## config.mk

```make
export PLATFORM = sky130hd
export DESIGN_NAME = regfile_flat
export DESIGN_NICKNAME = d
export VERILOG_FILES = /design/src/rtl/regfile_pkg.sv /design/src/rtl/regfile_if.sv /design/src/rtl/regfile_register_we.sv /design/src/rtl/regfile.sv /design/src/flat_wrapper.sv
export SDC_FILE = /design/constraint.sdc
export NUM_CORES = 2
export LEC_CHECK = 0
export ABC_AREA = 1
export BUFFER_PORTS_ARGS = -buffer_cell sky130_fd_sc_hd__buf_2
export CAP_MARGIN = 20
export CELL_PAD_IN_SITES_DETAIL_PLACEMENT = 2
export CELL_PAD_IN_SITES_GLOBAL_PLACEMENT = 2
export CORE_ASPECT_RATIO = 0.8
export CORE_UTILIZATION = 30
export CTS_CLUSTER_DIAMETER = 60
export CTS_CLUSTER_SIZE = 10
export DETAILED_ROUTE_END_ITERATION = 10
export PLACE_DENSITY = 0.76
export SLEW_MARGIN = 30
export SYNTH_ARGS = -nofsm -noshare
export SYNTH_HDL_FRONTEND = slang
export SYNTH_HIERARCHICAL = 1
export SYNTH_SLANG_ARGS = --single-unit
```

## constraint.sdc

```tcl
create_clock -name clock -period 1.5 [get_ports clock]
set_clock_uncertainty 0.1 [all_clocks]
set_input_delay 0.075 -clock clock [delete_from_list [all_inputs] [get_ports clock]]
set_output_delay 0.075 -clock clock [all_outputs]
set_load 0.1 [all_outputs]
```

## src/rtl/regfile_pkg.sv

```systemverilog
// Shared constants for the MIPS general-purpose register file: geometry and
// the architectural register numbers that benches refer to by name.
package regfile_pkg;
  localparam int REG_NUM_W = 5;
  localparam int NUM_REGS  = 32;
  localparam int WORD_W    = 32;

  localparam logic [REG_NUM_W-1:0] ZERO_REG = 5'd0;
  localparam logic [REG_NUM_W-1:0] REG_AT   = 5'd1;
  localparam logic [REG_NUM_W-1:0] REG_V0   = 5'd2;
  localparam logic [REG_NUM_W-1:0] REG_SP   = 5'd29;
  localparam logic [REG_NUM_W-1:0] REG_RA   = 5'd31;
endpackage

```

## src/rtl/regfile_if.sv

```systemverilog
// Read/write port bundle between the register file and its user (decode/ALU).
// There is no valid/ready pair: reads are combinational and always valid, and
// a write is a single-cycle strobe (rd_write_enable) consumed at the rising
// edge with no back-pressure.
interface regfile_if #(
  parameter int WIDTH  = 32,
  parameter int ADDR_W = 5
);
  logic [ADDR_W-1:0] rs_num;
  logic [ADDR_W-1:0] rt_num;
  logic [WIDTH-1:0]  rs_data;
  logic [WIDTH-1:0]  rt_data;
  logic [ADDR_W-1:0] rd_num;
  logic [WIDTH-1:0]  rd_data;
  logic              rd_write_enable;

  modport master (
    output rs_num, rt_num, rd_num, rd_data, rd_write_enable,
    input  rs_data, rt_data
  );

  modport slave (
    input  rs_num, rt_num, rd_num, rd_data, rd_write_enable,
    output rs_data, rt_data
  );
endinterface

```

## src/rtl/regfile_register_we.sv

```systemverilog
// One WIDTH-bit architectural register with synchronous active-high clear
// and a load enable; clear wins over a simultaneous load.
module register_we #(
  parameter int WIDTH = 32
) (
  input  logic             clock,
  input  logic             reset,
  input  logic             we_i,
  input  logic [WIDTH-1:0] d_i,
  output logic [WIDTH-1:0] q_o
);
  logic [WIDTH-1:0] data_q;
  logic [WIDTH-1:0] data_d;

  always_comb begin
    data_d = data_q;
    if (we_i) data_d = d_i;
  end

  always_ff @(posedge clock) begin
    if (reset) data_q <= '0;
    else       data_q <= data_d;
  end

  assign q_o = data_q;
endmodule

```

## src/rtl/regfile.sv

```systemverilog
// 32 x 32-bit MIPS register file: two combinational read ports, one clocked
// write port, $0 hardwired to zero, optional write-through bypass.
module regfile #(
  parameter int WIDTH    = regfile_pkg::WORD_W,
  parameter int NUM_REGS = regfile_pkg::NUM_REGS,
  parameter int ADDR_W   = regfile_pkg::REG_NUM_W,
  parameter int BYPASS   = 0
) (
  input  logic       clock,
  input  logic       reset,
  regfile_if.slave   bus
);
  import regfile_pkg::*;

  localparam logic [ADDR_W-1:0] ZERO_NUM = ADDR_W'(ZERO_REG);

  logic [WIDTH-1:0]    regs [NUM_REGS];
  logic [NUM_REGS-1:1] we;
  logic                wr_active;

  assign wr_active = bus.rd_write_enable && (bus.rd_num != ZERO_NUM);

  always_comb begin
    we = '0;
    for (int i = 1; i < NUM_REGS; i++) begin
      if (wr_active && (bus.rd_num == ADDR_W'(i))) we[i] = 1'b1;
    end
  end

  // $0 is a constant so neither reset nor a write can ever disturb it.
  for (genvar g = 0; g < NUM_REGS; g++) begin : g_regs
    if (g == 0) begin : g_zero
      assign regs[g] = '0;
    end else begin : g_reg
      register_we #(.WIDTH(WIDTH)) u_reg (
        .clock (clock),
        .reset (reset),
        .we_i  (we[g]),
        .d_i   (bus.rd_data),
        .q_o   (regs[g])
      );
    end
  end

  // Bypass is gated off during reset so reads then show stored contents.
  always_comb begin
    bus.rs_data = regs[bus.rs_num];
    bus.rt_data = regs[bus.rt_num];
    if ((BYPASS != 0) && !reset && wr_active) begin
      if (bus.rs_num == bus.rd_num) bus.rs_data = bus.rd_data;
      if (bus.rt_num == bus.rd_num) bus.rt_data = bus.rd_data;
    end
  end
endmodule

```

## src/flat_wrapper.sv

```systemverilog
// flat-port wrapper written by rule: the top's interface ports become plain ports
module regfile_flat import regfile_pkg::*;
#(
  parameter int WIDTH    = regfile_pkg::WORD_W,
  parameter int NUM_REGS = regfile_pkg::NUM_REGS,
  parameter int ADDR_W   = regfile_pkg::REG_NUM_W,
  parameter int BYPASS   = 0
)
  (clock, reset, bus_rs_num, bus_rt_num, bus_rd_num, bus_rd_data, bus_rd_write_enable, bus_rs_data, bus_rt_data);
  regfile_if #(.WIDTH(WIDTH), .ADDR_W(ADDR_W)) bus_i ();
  input  logic clock;
  input  logic reset;
  input wire logic [$bits(bus_i.rs_num)-1:0] bus_rs_num;
  input wire logic [$bits(bus_i.rt_num)-1:0] bus_rt_num;
  input wire logic [$bits(bus_i.rd_num)-1:0] bus_rd_num;
  input wire logic [$bits(bus_i.rd_data)-1:0] bus_rd_data;
  input wire logic [$bits(bus_i.rd_write_enable)-1:0] bus_rd_write_enable;
  output wire logic [$bits(bus_i.rs_data)-1:0] bus_rs_data;
  output wire logic [$bits(bus_i.rt_data)-1:0] bus_rt_data;
  assign bus_i.rs_num = bus_rs_num;
  assign bus_i.rt_num = bus_rt_num;
  assign bus_i.rd_num = bus_rd_num;
  assign bus_i.rd_data = bus_rd_data;
  assign bus_i.rd_write_enable = bus_rd_write_enable;
  assign bus_rs_data = bus_i.rs_data;
  assign bus_rt_data = bus_i.rt_data;
  regfile #(.WIDTH(WIDTH), .NUM_REGS(NUM_REGS), .ADDR_W(ADDR_W), .BYPASS(BYPASS)) u_core (.clock(clock), .reset(reset), .bus(bus_i));
endmodule
```

Word level (Yosys, flattened, before mapping)
Cells that the tools add are included.
{"block": "classes", "div_mod_pow": 0, "n_mul": 0, "addsub": 0, "mux": 37, "n_reduce_logical": 33, "n_shift": 0, "order_cmp": 2, "bitwise": 2, "n_eq_ne": 31}
{"cell": "32-bit binary-select mux with 5-bit select", "count": 2}
{"cell": "32-bit 2-to-1 mux", "count": 4}
{"cell": "5-bit == test, second input constant", "count": 16}
{"cell": "5-bit by 4-bit == test with 1-bit output, second input constant", "count": 8}
{"cell": "1-bit logical AND", "count": 32}
{"cell": "1-bit 2-to-1 mux", "count": 31}
{"cell": "5-bit by 3-bit == test with 1-bit output, second input constant", "count": 4}
{"cell": "6-bit greater-or-equal comparator, second input constant", "count": 2}
{"cell": "5-bit NOT with 6-bit output", "count": 2}
{"cell": "5-bit by 2-bit == test with 1-bit output, second input constant", "count": 2}
{"cell": "5-bit by 1-bit == test with 1-bit output, second input constant", "count": 1}
{"cell": "5-bit nonzero test", "count": 1}
{"block": "word_totals", "out_inout_bits": 64, "wordCells": 136, "ff_bits": 992, "mem_count": 0, "rom_bits": 0, "latchBits": 0, "mem_bits_rw": 0}

Longest topological paths before layout
{"block": "logic_depth", "word_depth": 4, "mapped_depth": 12, "mapped_depth_nobuf": 8}

Cells and area by module
The synthesis kept the hierarchy.
{"module": "register_we", "area_each_um2": 1338.8, "n_inst": 31, "cells_per_inst": 203}
{"module": "regfile", "area_each_um2": 21476.8, "n_inst": 1, "cells_per_inst": 5025}

Worst setup path before layout
OpenSTA, ideal clock, no wires.
{"block": "synth_timing", "kind": "input port to output port", "from": "input port bus_rt_num[0]", "to": "output port bus_rt_data[10]", "t_required_ns": 1.325, "path_slack_ns": -0.367, "t_arrival_ns": 1.692, "path_buffers": 4, "stages": 11, "path_cell_list": "buf_4 -> inv_2 -> buf_6 -> buf_4 -> buf_2 -> nand2_1 -> nand3_1 -> nand3_1 -> nand3_1 -> nand3_1 -> nand2_1"}
{"block": "synth_via", "elab_chain_len": 4}
{"element": "from (decl)", "line_no": "flat_wrapper.sv:14", "source": "input wire logic [$bits(bus_i.rt_num)-1:0] bus_rt_num;"}
{"element": "5-bit NOT with 6-bit output (not written as such)", "line_no": "regfile.sv:48", "source": "bus.rt_data = regs[bus.rt_num];"}
{"element": "32-bit binary-select mux with 5-bit select", "line_no": "regfile.sv:48"}
{"element": "32-bit 2-to-1 mux (not written as such) (2 in a row)", "line_no": "regfile.sv:48"}
{"element": "to (decl)", "line_no": "flat_wrapper.sv:19", "source": "output wire logic [$bits(bus_i.rt_data)-1:0] bus_rt_data;"}
No other way between the ends. The select of a mux whose other input is x is not followed.

Final worst setup path
{"block": "layout_timing", "from": "register u_core.g_regs[9].g_reg.u_reg.data_q[17]", "to": "output port bus_rt_data[17]"}
{"block": "layout_via", "elab_chain_len": 3}
{"element": "from (decl)", "line_no": "regfile_register_we.sv:12", "source": "logic [WIDTH-1:0] data_q;"}
{"element": "from (signal assigned)", "line_no": "regfile_register_we.sv:22", "source": "else data_q <= data_d;"}
{"element": "32-bit binary-select mux with 5-bit select", "line_no": "regfile.sv:48"}
{"element": "32-bit 2-to-1 mux (not written as such) (2 in a row)", "line_no": "regfile.sv:48"}
No other way between the ends. The select of a mux whose other input is x is not followed.

==> impl_results.md <==
* TritonCTS clock tree: built
* Post-synthesis net count at between 10000 and 15000
* Post-Route Setup TNS at -53720 ps
* Arr. time, crit path at 2340 ps
* Width of the chip at 514.3 um
* Worst Setup Path Type: reg2out
* Site Rows at 150
* DRC marker count from the first detailed-route iteration at 7893
* Worst-path maximum fanout at 2
* Maximum buffer depth of the clock tree at 3
* Y dimension of the die at 411.8 um
* Cell types occupying the most area after synthesis: sky130_fd_sc_hd__dfxtp_1 32%, sky130_fd_sc_hd__nand2_1 23%, sky130_fd_sc_hd__nor2_1 13%
* Std-Cell Core Area at 0.2087 sq mm
* Worst slack on hold paths at -11.03 ps
* Distinct cells, synth at 15
* Number of warnings printed during yosys synthesis at 6
* Final worst-path cycle share at 167.9%
* Sort of element at the start of the critical path: flip-flop
* Number of flip-flops in the largest register at around 1000
* Setup slack at placement at -465.8 ps
* Minimum period implied by the final worst setup slack at 2518 ps
* # DRC at 4
* HPWL after detailed placement at 248500 um
* Global route overflow at 0
* Count of input and output buffers at 113
* Number of nets still failing antenna checks after routing at 0
* Number of iterations in the first detailed-routing pass at 9
* Number of clock buffers inserted by TritonCTS at 133
* Endpoint class of the critical path: output port
* Leading register cell type out of synthesis: sky130_fd_sc_hd__dfxtp_1
* Clock-pin slew of the registers on the worst-case setup and hold paths at 70 ps
* Setup violations, final at 82
* Number of synthesized flops with an enable pin at 0
* Routed WL per cell at 30.93 um
* Post-layout total power at 79.44 mW
* Fmax at 0.3972 GHz
* Clock latency reported for the late side of the worst-skew pair at 820 ps
* Result of the run: finished with violations
* Library cell occupying the most area in the post-synthesis netlist: sky130_fd_sc_hd__dfxtp_1
* Mapped Avg Cell Area at 5.565 sq um
* Gate count after technology mapping at 11318
* Synthesized flop and latch total at 992
* Fraction of synthesis flops using an asynchronous set or reset pin at 0%
* Placed cell count at 14118
* Clock H-tree levels at 4
* Largest net degree at the start of global routing at 48
* Final number of hold-violating endpoints at 1
* Cell with the most instances after synthesis: sky130_fd_sc_hd__nand2_1
* Depth of the worst register-to-register path at 3
* Via count normalized by instance count at 5.712
* Slew @ Worst Pin at 809.8 ps
* Library cell used as clock root buffer: sky130_fd_sc_hd__clkbuf_16
* Clock Sink Count at 992
* Crit path required time at approximately 1300 ps
* Final non-filler cell total at roughly 14000
* Fillers at between 20000 and 30000
* Initial Utilization at around 30%
* Min-Delay Path Depth at 8
* Net total in the final layout at between 10000 and 15000
* All-Layer GR Usage at 37.29%
* Post-route worst setup slack at -1018 ps
* Failing checks: DRC, hold timing, setup timing
* Cell area after synthesis at between 0.06 and 0.07 sq mm
* Initial antenna violation count at 24
* Weighted congestion at the end of routability-driven global placement at 0.9191
* Leakage power at 38.80 nW
* Total Die Area at 0.2118 sq mm
* Worst vdd rail ir drop at 1.442 mV
* Vias in the first global route at 87687
* Max-cap viol count at 0
* Num ports at 114
* Number of pins exceeding their max-slew limit in the final report at 0
* Max transition margin at between 40 and 50%
* Top-area cell type share of the netlist area at 31.53%
* Via Count at approximately 83000
* Synth-to-Final Area Change at 33.01%
* RSZ-0062 raised after global routing: yes
* Global-route wire length before repair at 587900 um
* Most used standard cells in the synthesized netlist: 3923 x sky130_fd_sc_hd__nand2_1, 2147 x sky130_fd_sc_hd__nor2_1, 1738 x sky130_fd_sc_hd__inv_1
* Path category of the worst min-delay check: in2reg
* DRT Wirelength at 447400 um
* Sequential fraction of the synthesis area at 31.53%
* Ratio of total power to cell area at 948.3 mW/mm^2
* Fraction of final layout cells with drive strength greater than 1 at 24.78%
[area by class of cell]
| cell class | instances | area, sq um | share of cell area [%] |
|---|---|---|---|
| multi-input combinational | 7865 | 37430 | 44.69 |
| sequential | 992 | 20650 | 24.65 |
| timing repair buffer | 838 | 11240 | 13.41 |
| inverter | 1743 | 6603 | 7.882 |
| clock buffer | 171 | 3810 | 4.548 |
| tap | 2812 | 3518 | 4.200 |
| clock inverter | 35 | 496.7 | 0.5930 |
| antenna | 9 | 22.52 | 0.02688 |
[per-layer routing]
layer / wire [um] / GRT usage (%) / vias to the layer above
li1: - / - / 34057
met1: 165900 / 44.08 / 41461
met2: 198100 / 61.27 / 4823
met3: 41910 / 7.275 / 2269
met4: 41390 / 25.02 / 12
met5: 82 / 0 / -
[logic make-up after synthesis]
family,Yosys count,synth area share (%)
compound gates,256,2.034
buf+inv,2461,18.02
flops,992,31.53
simple gates,7609,48.42
[power by group]
part,total (mW),internal (mW),switching (mW)
logic,18.0,5.46,12.6
clock network,34.4,19.4,15.1
registers,27.0,26.7,0.317
[metrics by stage]
| stage | util (%) | cell area [sq um] |
|---|---|---|
| 2_1_floorplan | - | 63460 |
| 3_3_place_gp | 34.75 | 72530 |
| 3_5_place_dp | 34.75 | 72530 |
| 6_report | 40.14 | 83770 |
| 4_1_cts | 38.53 | 80410 |
| 5_1_grt | 40.13 | 83750 |
[placed cells by master, fill, tap and decap left out, types with 4 or more instances in the layout]
cell	count
sky130_fd_sc_hd__nand3_4	63
sky130_fd_sc_hd__buf_4	359
sky130_fd_sc_hd__buf_6	4
sky130_fd_sc_hd__nor2_4	42
sky130_fd_sc_hd__inv_8	5
sky130_fd_sc_hd__a21oi_2	76
sky130_fd_sc_hd__a21oi_4	7
sky130_fd_sc_hd__clkinv_2	7
sky130_fd_sc_hd__nand3_1	933
sky130_fd_sc_hd__nand3_2	540
sky130_fd_sc_hd__dfxtp_2	526
sky130_fd_sc_hd__inv_2	229
sky130_fd_sc_hd__a21oi_1	173
sky130_fd_sc_hd__inv_6	6
sky130_fd_sc_hd__inv_4	9
sky130_fd_sc_hd__diode_2	9
sky130_fd_sc_hd__nand2_1	3585
sky130_fd_sc_hd__dfxtp_4	36
sky130_fd_sc_hd__buf_2	41
sky130_fd_sc_hd__nand2_2	223
sky130_fd_sc_hd__clkinvlp_4	7
sky130_fd_sc_hd__nor2_2	19
sky130_fd_sc_hd__bufinv_16	9
sky130_fd_sc_hd__nand2_4	112
sky130_fd_sc_hd__clkbuf_8	21
sky130_fd_sc_hd__nor2_1	2088
sky130_fd_sc_hd__clkbuf_16	141
sky130_fd_sc_hd__dfxtp_1	430
sky130_fd_sc_hd__buf_8	4
sky130_fd_sc_hd__dlygate4sd3_1	37
sky130_fd_sc_hd__buf_12	390
sky130_fd_sc_hd__clkbuf_1	12
sky130_fd_sc_hd__inv_1	1500
[worst paths after layout]
path,from,end,slack [ps]
setup / recovery,u_core/g_regs[9].g_reg.u_reg/q_o[17],bus_rt_data[17],-1020
hold / removal,bus_rd_num[3],u_core/g_regs[22].g_reg.u_reg/q_o[20],-10
setup reg to reg,u_core/g_regs[9].g_reg.u_reg/q_o[0],u_core/g_regs[9].g_reg.u_reg/q_o[0],-70
hold reg to reg,u_core/g_regs[6].g_reg.u_reg/q_o[19],u_core/g_regs[6].g_reg.u_reg/q_o[19],370
[timing repair]
item,CTS,global route
hold buffers,39,1
gates cloned,0,1
endpoints found under the setup margin,64,752
gates resized for setup,1045,885
setup buffers,36,59
pin swaps,374,431
endpoints found under the hold margin,992,2
[worst max-delay path: stages (launching register included)]
cell	delay (ps)
sky130_fd_sc_hd__dfxtp_2	360
sky130_fd_sc_hd__inv_2	70
sky130_fd_sc_hd__nand2_1	130
sky130_fd_sc_hd__nand3_1	190
sky130_fd_sc_hd__nand3_2	160
sky130_fd_sc_hd__nand3_2	90
sky130_fd_sc_hd__nand2_2	90
sky130_fd_sc_hd__nand2_4	110
sky130_fd_sc_hd__nand2_4	130
sky130_fd_sc_hd__buf_12	170
Note: power is estimated with default switching activity, not from simulation.
